===== src/rtl/ap_controller_multi.sv =====
// Multi-channel ap_ctrl_hs start/finish controller: per-channel start queue,
// in-flight tracking, completion counting and sticky protocol error flags.
module ap_controller_multi #(
    parameter int NUM_CH     = 2,
    parameter int MAX_PEND   = 3,
    parameter int MAX_FLIGHT = 2,
    parameter int CNT_W      = 16
) (
    input  logic                    ap_clk,
    input  logic                    ap_rst_n,
    input  logic [NUM_CH-1:0]       start_trig,
    input  logic [NUM_CH-1:0]       cont_mode,
    input  logic [NUM_CH-1:0]       clr_err,
    output logic [NUM_CH-1:0]       finish,
    output logic [NUM_CH-1:0]       idle,
    output logic [NUM_CH-1:0]       pend_full,
    output logic [NUM_CH-1:0]       ovf_err,
    output logic [NUM_CH-1:0]       proto_err,
    output logic [NUM_CH*CNT_W-1:0] done_count,
    output logic [NUM_CH-1:0]       ap_start,
    input  logic [NUM_CH-1:0]       ap_ready,
    input  logic [NUM_CH-1:0]       ap_done,
    input  logic [NUM_CH-1:0]       ap_idle
);

    localparam int PEND_W = (MAX_PEND < 1) ? 1 : $clog2(MAX_PEND + 1);
    localparam int FL_W   = (MAX_FLIGHT < 1) ? 1 : $clog2(MAX_FLIGHT + 1);

    for (genvar g = 0; g < NUM_CH; g++) begin : g_ch
        logic [PEND_W-1:0] pend_q, pend_d;
        logic [FL_W-1:0]   fl_q, fl_d;
        logic [CNT_W-1:0]  cnt_q;
        logic              ovf_q, proto_q;
        logic              start, accept, trig, done;
        logic              ovf_set, proto_set;

        assign trig   = start_trig[g];
        assign done   = ap_done[g];
        assign start  = trig | (pend_q != '0) | cont_mode[g];
        assign accept = start & ap_ready[g];

        always_comb begin
            pend_d  = pend_q;
            ovf_set = 1'b0;
            if (trig && !accept) begin
                if (pend_q == PEND_W'(MAX_PEND))
                    ovf_set = 1'b1;
                else
                    pend_d = pend_q + 1'b1;
            end else if (!trig && accept && pend_q != '0) begin
                pend_d = pend_q - 1'b1;
            end
        end

        // Accept and done in the same cycle cancel out, even at the bounds.
        always_comb begin
            fl_d      = fl_q;
            proto_set = 1'b0;
            if (accept && !done) begin
                if (fl_q == FL_W'(MAX_FLIGHT))
                    proto_set = 1'b1;
                else
                    fl_d = fl_q + 1'b1;
            end else if (done && !accept) begin
                if (fl_q == '0)
                    proto_set = 1'b1;
                else
                    fl_d = fl_q - 1'b1;
            end
        end

        always_ff @(posedge ap_clk or negedge ap_rst_n) begin
            if (!ap_rst_n) begin
                pend_q  <= '0;
                fl_q    <= '0;
                ovf_q   <= 1'b0;
                proto_q <= 1'b0;
                cnt_q   <= '0;
            end else begin
                pend_q  <= pend_d;
                fl_q    <= fl_d;
                ovf_q   <= ovf_set | (ovf_q & ~clr_err[g]);
                proto_q <= proto_set | (proto_q & ~clr_err[g]);
                cnt_q   <= (clr_err[g] ? '0 : cnt_q) + CNT_W'(done);
            end
        end

        assign ap_start[g]                  = start;
        assign finish[g]                    = done;
        assign idle[g]                      = ap_idle[g] & (pend_q == '0) & (fl_q == '0)
                                              & ~cont_mode[g] & ~trig;
        assign pend_full[g]                 = (pend_q == PEND_W'(MAX_PEND));
        assign ovf_err[g]                   = ovf_q;
        assign proto_err[g]                 = proto_q;
        assign done_count[g*CNT_W +: CNT_W] = cnt_q;
    end

endmodule


===== config.mk =====
export PLATFORM = sky130hd
export DESIGN_NAME = ap_controller_multi
export DESIGN_NICKNAME = d
export VERILOG_FILES = /design/src/rtl/ap_controller_multi.sv
export SDC_FILE = /design/constraint.sdc
export NUM_CORES = 1
export LEC_CHECK = 0
export ABC_AREA = 1
export BUFFER_PORTS_ARGS = -buffer_cell sky130_fd_sc_hd__buf_4
export CAP_MARGIN = 20
export CORE_ASPECT_RATIO = 0.7
export CORE_MARGIN = 10
export CORE_UTILIZATION = 59
export CTS_CLUSTER_SIZE = 25
export DETAILED_ROUTE_END_ITERATION = 10
export GPL_ROUTABILITY_DRIVEN = 1
export PLACE_DENSITY = 0.91
export SLEW_MARGIN = 40
export SYNTH_ARGS = -nofsm -noshare
export SYNTH_HDL_FRONTEND = slang
export SYNTH_SLANG_ARGS = --single-unit

===== constraint.sdc =====
create_clock -name ap_clk -period 4.6 [get_ports ap_clk]
set_input_delay 0 -clock ap_clk [delete_from_list [all_inputs] [get_ports ap_clk]]
set_output_delay 0 -clock ap_clk [all_outputs]
set_load 0.005 [all_outputs]

# After elaboration in Yosys (flattened, before gate mapping)
# Cells that the tools add are included.
# op_classes
n_addsub	10
eq_ne	10
muxes	28
n_bitwise	28
reduce_logical	30
# ops
cell	count
16-bit by 1-bit adder with 16-bit output	2
16-bit 2-to-1 mux	2
2-bit 2-to-1 mux	14
1-bit AND	14
1-bit 2-to-1 mux	12
2-bit inequality test, second input constant	6
2-bit nonzero test	6
1-bit logical AND	10
2-bit by 1-bit adder with 2-bit output, second input constant	4
2-bit == test, second input constant	4
2-bit logical NOT	4
1-bit bitwise OR	8
2-bit by 1-bit subtractor with 2-bit output, second input constant	4
1-bit logical NOT	6
1-bit inverter	6
3-bit AND reduction	2
2-bit AND reduction	2
# totals
regBits	44
output_inout_bits	44
word_cells	116

# Depth between registers and ports, before layout
# Gate-level depths: netlist of the first run.
# logic_depth
depth_word	9
mapped_depth	11

# Worst setup path before layout of the first run
# Ideal clock, no wire load.
# synth_timing
path_type	reg2reg
startpoint	reg g_ch[1].pend_q[0]
endpoint	reg g_ch[1].fl_q[1]
setup_time_ps	82
arrival_time_ps	1426
path_slack_ps	3092
path_stages_with_launch	8
cell_sequence	dfrtp_1 > nor2_1 > nand2_1 > nand2_1 > inv_1 > ha_1 > or2_2 > o22ai_1
# synth_via
elab_chain_cells	8
elab_cells_between_ends	12
cone_classes	2 x eq/ne; 1 x mux; 3 x bitwise; 6 x reduce/logical
# synth_lines
item	line	source
from (decl)	30	logic [PEND_W-1:0] pend_q, pend_d;
from (signal assigned)	80	pend_q <= pend_d;
2-bit nonzero test (*)	39	assign start = trig | (pend_q != '0) | cont_mode[g];
1-bit bitwise OR (*) (2 in series)	39	
via g_ch[1].start	34	logic start, accept, trig, done;
1-bit AND (*)	40	assign accept = start & ap_ready[g];
1-bit logical NOT	64	end else if (done && !accept) begin
1-bit logical AND	64	
2-bit nonzero test (no source line)	n/a	
3-bit AND reduction (no source line)	n/a	
to (signal assigned)	81	fl_q <= fl_d;
to (decl)	31	logic [FL_W-1:0] fl_q, fl_d;
# Mark *: on every way through the listed nets, which the timed path passes. The rest lies on a longest branch.
# A chain may end at the register's enable or synchronous reset.

# Final worst setup path of the first run
# layout_timing
startpoint	reg g_ch[1].pend_q[0]
endpoint	reg g_ch[1].fl_q[1]
# layout_via
elab_chain_cells	8
elab_cells_between_ends	12
cone_classes	2 x eq/ne; 1 x mux; 3 x bitwise; 6 x reduce/logical
# layout_lines
item	line
2-bit nonzero test (*)	39
1-bit bitwise OR (*) (2 in series)	39
1-bit AND (*)	40
1-bit logical NOT	64
1-bit logical AND	64
2-bit nonzero test (no source line)	n/a
3-bit AND reduction (no source line)	n/a
# Every way passes the cells marked *; elsewhere a longest branch is shown, timed or not.

==> metrics.cfg, run 1 <==
[clock_tree]
postCtsSetupBuffers = 0
clock_path_buffers = 2
cts-resized-gates = 0
path_clk_slew_ps = 80
htree_num_levels = 2
cts_hold_buf = 7
numCtsBuffers = 5
cts_tree = yes
cts.sinks = 44
root_buffer = clkbuf_8
clk_latency_ps = 300

[sta]
maxSlewViolCount = 0
hold_viol = 0
skew_ps = 4.68
max_freq_mhz = 594
max-slew-margin-rel_pct = 63.7
rsz0062_at_grt = false
min_period_ps = 1680
finalSetupTns_ps = 0
worst_pin_slew_ps = 545
finalSetupViolCount = 0
whs_ps = 39.2
period_share_pct = 36.6

[worst_setup_path]
startpoint_type = flop
ff2ff_setup_slack_ps = 2920
worst-path-max-fanout = 5
cp-end-kind = flop
arrival_ps = 1900
cp_data_required_time_ps = 4820
crit_type = flop to flop

[synth]
synth_area_um2 = 2640
syn-num-nets = 361
seq_area_frac_synth_pct = 41.8
ys_top_cells_by_count = 96 x nand2_1, 52 x inv_1, 44 x dfrtp_1
synth.area.top_cells = dfrtp_1 42%, nand2_1 14%, inv_1 7.4%, nor2_1 6.0%, nand3_1 4.2%
synth_ff_type = dfrtp_1
synth_top_area_share_pct = 41.8
yosysMostFrequentCell = nand2_1
yosys.cell_types.count = 31
avgSynthCellArea_um2 = 7.73
synth.ff_latch_count = 44
synth-edff-count = 0
yosys_warnings = 0
async_flop_share_pct = 100
syn_inst = 341
yosys.area.top_type = dfrtp_1

[placement]
place_congestion = 0.843
place_hpwl_mm = 4.69
port_buffers = 57
place_area_um2 = 3020

[route]
first_pass_iters = 5
drc = 0
wire_per_inst_um = 13.2
drtIter0Drc = 121
num_vias = 2289
totalWireLength_mm = 6.03
routed_via_density = 5.02
drtAntennaViolNets = 0

[floorplanning]
start_util_pct = 60.9
die_h_um = 75.9
io_pins = 58
core-area_um2 = 4330
dieArea_um2 = 7580
row_count = 20
die_w_um = 99.9

[run_status]
outcome = completed

[pwr]
power_density_nw_per_um2 = 297
p_leak_nw = 1.73
irDropWorstVdd_mv = 0.234
finalPower_w = 0.000943

[global_routing]
grtUsageTotal_pct = 16.4
grt_max_degree = 45
grt-ovfl-total = 0
grt_pass1_wl_mm = 10.5
antenna_found_initial = 0
grt_pass1_vias = 2291

[cells_and_area]
drive_above_1_share_pct = 22.9
diodes = 0
fin_nets = 421
area_growth_pct = 20.2
stdcell_area_um2 = 3170

[worst_hold_path]
hp-class = input port to flop

[flow_run]
cap_violations = 0

[kinds of logic (layout without fill, tap and decap cells)]
group | Yosys count | count (layout) | synth area share, %
AO/OA/AOI/OAI | 16 | 16 | 3.27
XOR/XNOR | 13 | 13 | 4.32
adder cells (fa/ha/maj) | 6 | 6 | 2.85
buffers and inverters | 67 | 127 | 12.5
flip-flops | 44 | 44 | 41.8
AND/OR/NAND/NOR | 195 | 195 | 35.3
[worst max-delay path: stages (launching register included)]
cell and delay (ps):
dfrtp_1 440, nor2_1 170, nand2_1 110, nand2_1 100
inv_1 50, ha_1 280, or2_2 300, o22ai_1 150
[layout make-up]
cell class                      instances  area (um^2)
Multi-Input combinational cell        230         1210
Fill cell                             332         1160
Sequential cell                        44         1100
Timing Repair Buffer                   64          498
Inverter                               56          218
Clock buffer                            6         72.6
Tap cell                               55         68.8
Clock inverter                          1         5.00
[stage by stage]
stage          util (%)  setup slack [ps]  cells
2_1_floorplan         -              3090    341
3_3_place_gp       69.8              3050    442
6_report           73.2              2920    456
3_5_place_dp       69.8              2960    442
4_1_cts            73.2              2940    456
5_1_grt            73.2              2760    456
[routing by layer]
metal | wire length [um] | GRT usage [%]
met2 | 2820 | 26.3
met4 | 69 | 5.00
met1 | 2620 | 20.3
met5 | 0 | 0
met3 | 513 | 5.25
[flip-flops by register name (all words and copies together) (netlist names)]
| signal | count |
|---|---|
| g_ch.cnt_q | 32 |
| g_ch.fl_q | 4 |
| g_ch.ovf_q | 2 |
| g_ch.pend_q | 4 |
| g_ch.proto_q | 2 |
[final timing paths]
check                                       start          endpoint  depth (start not counted)
worst max-delay path            g_ch[1].pend_q[0]   g_ch[1].fl_q[1]                          7
worst min-delay path                   clr_err[0]  g_ch[0].cnt_q[9]                          4
worst max register to register  g_ch[1].pend_q[0]   g_ch[1].fl_q[1]                          7
worst min register to register   g_ch[0].cnt_q[4]  g_ch[0].cnt_q[4]                          1
max in group asynchronous                ap_rst_n  g_ch[0].cnt_q[9]                          2
min in group asynchronous                ap_rst_n   g_ch[1].fl_q[0]                          2
[cell usage in the layout (no fill, tap or decap), drive strengths merged, types with 2 or more instances in the layout]
master,instances
a21oi,7
nor2,52
o21ai,5
clkinv,2
inv,55
xor2,6
nand2,105
nand4,10
o22ai,3
clkbuf,6
xnor2,7
dfrtp,44
buf,57
ha,6
nand3,24
dlygate4sd3,7
[where the power goes]
part / leakage (nW) / switching, W / internal [W]
sequential: 0.590 / 0.0000477 / 0.000440
clock: 0.0410 / 0.000129 / 0.000103
combinational: 1.10 / 0.000117 / 0.000105
total: 1.73 / 0.000294 / 0.000648
No activity file was read; power rests on OpenSTA's default activity.
==> inputs of run 2 (changes only) <==
--- a/config.mk
+++ b/config.mk
@@ -10,11 +10,11 @@
 export CAP_MARGIN = 20
 export CORE_ASPECT_RATIO = 0.7
 export CORE_MARGIN = 10
-export CORE_UTILIZATION = 59
+export CORE_UTILIZATION = 49
 export CTS_CLUSTER_SIZE = 25
 export DETAILED_ROUTE_END_ITERATION = 10
 export GPL_ROUTABILITY_DRIVEN = 1
-export PLACE_DENSITY = 0.91
+export PLACE_DENSITY = 0.81
 export SLEW_MARGIN = 40
 export SYNTH_ARGS = -nofsm -noshare
 export SYNTH_HDL_FRONTEND = slang
==> constraint.sdc (replaced) <==
create_clock -name ap_clk -period 1.5 [get_ports ap_clk]
set_input_delay 0 -clock ap_clk [delete_from_list [all_inputs] [get_ports ap_clk]]
set_output_delay 0 -clock ap_clk [all_outputs]
set_load 0.005 [all_outputs]
==> metrics.cfg, run 2 (same netlist as run 1, synthesis figures left out) <==
[placement]
port_buffers = 57  ; unchanged
place_area_um2 = 3120  ; was 3020 um^2
dp_slack_ps = -79.2  ; was 2960 ps
place_congestion = 0.861  ; was 0.843
place_hpwl_mm = 4.89  ; was 4.69 mm

[cells_and_area]
layout_commonest_cell = nand2_1  ; unchanged
largest_register_ffs = 32  ; unchanged
drive_above_1_share_pct = 33.5  ; was 22.9%
stdcell_area_um2 = 3550  ; was 3170 um^2
multiInputGateArea_um2 = 1360  ; was 1210 um^2
diodes = 0  ; unchanged
post-route-util_pct = 68.0  ; was 73.2%
top_regs = g_ch.cnt_q (32), g_ch.fl_q (4), g_ch.pend_q (4)  ; unchanged
layout_common_cells = 89 x nand2_1, 79 x buf_4, 49 x inv_1, 44 x dfrtp_1, 41 x nor2_1  ; was 96 x nand2_1, 57 x buf_4, 52 x inv_1, 44 x dfrtp_1, 42 x nor2_1
fillerInstances = 445  ; was 332
area_growth_pct = 34.8  ; was 20.2%
ff_latch_area_um2 = 1100  ; unchanged
fin_nets = 443  ; was 421
regMostFlops = g_ch.cnt_q  ; unchanged

[clock_tree]
cts_tree = yes  ; unchanged
clock_path_buffers = 2  ; unchanged
htree_num_levels = 2  ; unchanged
cts.sinks = 44  ; unchanged
clk_latency_ps = 290  ; was 300 ps
numCtsBuffers = 5  ; unchanged
path_clk_slew_ps = 80  ; about the same
root_buffer = clkbuf_8  ; unchanged

[sta]
min_period_ps = 1550  ; was 1680 ps
worst_pin_slew_ps = 563  ; was 545 ps
hold_viol = 1  ; was 0
maxSlewViolCount = 0  ; unchanged
whs_ps = -18.4  ; was 39.2 ps
max-slew-margin-rel_pct = 62.5  ; was 63.7%
max_freq_mhz = 646  ; was 594 MHz
period_share_pct = 103  ; was 36.6%
setup_slack_ps = -46.8  ; was 2920 ps
rsz0062_at_grt = true  ; was false
skew_ps = 3.70  ; was 4.68 ps
finalSetupViolCount = 3  ; was 0

[worst_setup_path]
startpoint_type = flop  ; unchanged
slowest_stage = dfrtp_1  ; unchanged
path_buf_inv = 2  ; was 1
cp-end-kind = flop  ; unchanged
cp_data_required_time_ps = 1730  ; was 4820 ps
cp_common_cell = a21oi_2  ; was nand2_1
arrival_ps = 1780  ; was 1900 ps
crit_chain = inv_1, nor2_1, ha_2, ha_4, nand2_4, nor3_4, buf_4, a21oi_2, a21oi_2  ; was nor2_1, nand2_1, nand2_1, inv_1, ha_1, or2_2, o22ai_1
crit_type = flop to flop  ; unchanged
ff2ff_setup_slack_ps = -50  ; was 2920 ps
cpLargestDelayFamily = simple AND/OR/NAND/NOR gates  ; unchanged
worst-path-max-fanout = 6  ; was 5
max_stage_delay_ps = 350  ; was 440 ps

[floorplanning]
die_w_um = 108  ; was 99.9 um
io_pins = 58  ; unchanged
core-area_um2 = 5230  ; was 4330 um^2
start_util_pct = 50.4  ; was 60.9%
row_count = 22  ; was 20
dieArea_um2 = 8760  ; was 7580 um^2
die_h_um = 81.4  ; was 75.9 um

[global_routing]
antenna_found_initial = 0  ; unchanged
grtUsageTotal_pct = 15.3  ; was 16.4%
grt_pass1_vias = 2242  ; was 2291
grt_max_degree = 45  ; unchanged
grt-ovfl-total = 0  ; unchanged
grt_pass1_wl_mm = 10.8  ; was 10.5 mm

[route]
first_pass_iters = 4  ; was 5
routed_via_density = 4.80  ; was 5.02
drtIter0Drc = 131  ; was 121
wire_per_inst_um = 13.6  ; was 13.2 um
totalWireLength_mm = 6.74  ; was 6.03 mm
drc = 0  ; unchanged
drtAntennaViolNets = 0  ; unchanged
num_vias = 2379  ; was 2289

[run_status]
violations = negative hold slack, negative setup slack
outcome = finished with violations  ; was completed

[pwr]
irDropWorstVdd_mv = 0.749  ; was 0.234 mV
power_density_nw_per_um2 = 968  ; was 297 nW/um^2
finalPower_w = 0.00344  ; was 0.000943 W
p_leak_nw = 1.93  ; was 1.73 nW

[flow_run]
cap_violations = 0  ; unchanged

[worst_hold_path]
hp-class = input port to flop  ; unchanged

-- run 2: area by class of cell --
class	count	area share [%]
Tap cell	72	2.53
Inverter	56	6.12
Multi-Input combinational cell	230	38.1
Sequential cell	44	31.0
Clock buffer	7	2.71
Clock inverter	1	0.845
Timing Repair Buffer	86	18.7
-- run 2: what timing repair did --
action / in CTS / in global routing
pin swaps: 8 / 17
setup endpoints to repair: 8 / 21
endpoints found under the hold margin: 48 / 1
buffers inserted: 6 / 8
gates resized for setup: 10 / 26
hold buffers: 6 / 1
-- run 2: worst paths after layout --
check / start / endpoint / cells past startpoint
hold reg to reg: g_ch[0].cnt_q[4] / g_ch[0].cnt_q[4] / 1
setup / recovery: g_ch[1].cnt_q[0] / g_ch[1].cnt_q[6] / 9
min in group asynchronous: ap_rst_n / g_ch[1].fl_q[0] / 2
hold / removal: ap_ready[1] / g_ch[1].pend_q[1] / 4
max in group asynchronous: ap_rst_n / g_ch[1].cnt_q[3] / 2
setup reg to reg: g_ch[1].cnt_q[0] / g_ch[1].cnt_q[6] / 9
-- run 2: through the flow --
step | std cells | setup TNS, ps | hold WS [ps]
after floorplan | 341 | 0 | -296
after global placement | 469 | 0 | 35.2
after detailed placement | 469 | -242 | 37.8
after CTS | 489 | -22.6 | 3.69
after global routing | 496 | -1200 | 2.15
final | 496 | -89.2 | -18.4
-- run 2: layer usage --
layer | track usage [%] | part of all wire (%) | up-vias
met3 | 3.79 | 6.4 | 2
met5 | 0 | 0 | -
li1 | - | - | 1204
met4 | 4.52 | 0.61 | 0
met2 | 23.5 | 47 | 75
met1 | 20.8 | 46 | 1098
-- run 2: worst min-delay path, stage by stage --
cell     delay [ps]
buf_4            90
inv_1            40
nand3_1          60
nand2_1          50
-- run 2: power breakdown --
| group | internal, W | switching, W | total (W) |
|---|---|---|---|
| Clock | 0.000588 | 0.000403 | 0.000991 |
| Combinational | 0.000477 | 0.000479 | 0.000956 |
| Sequential | 0.00135 | 0.000143 | 0.00149 |
| Total | 0.00242 | 0.00103 | 0.00344 |
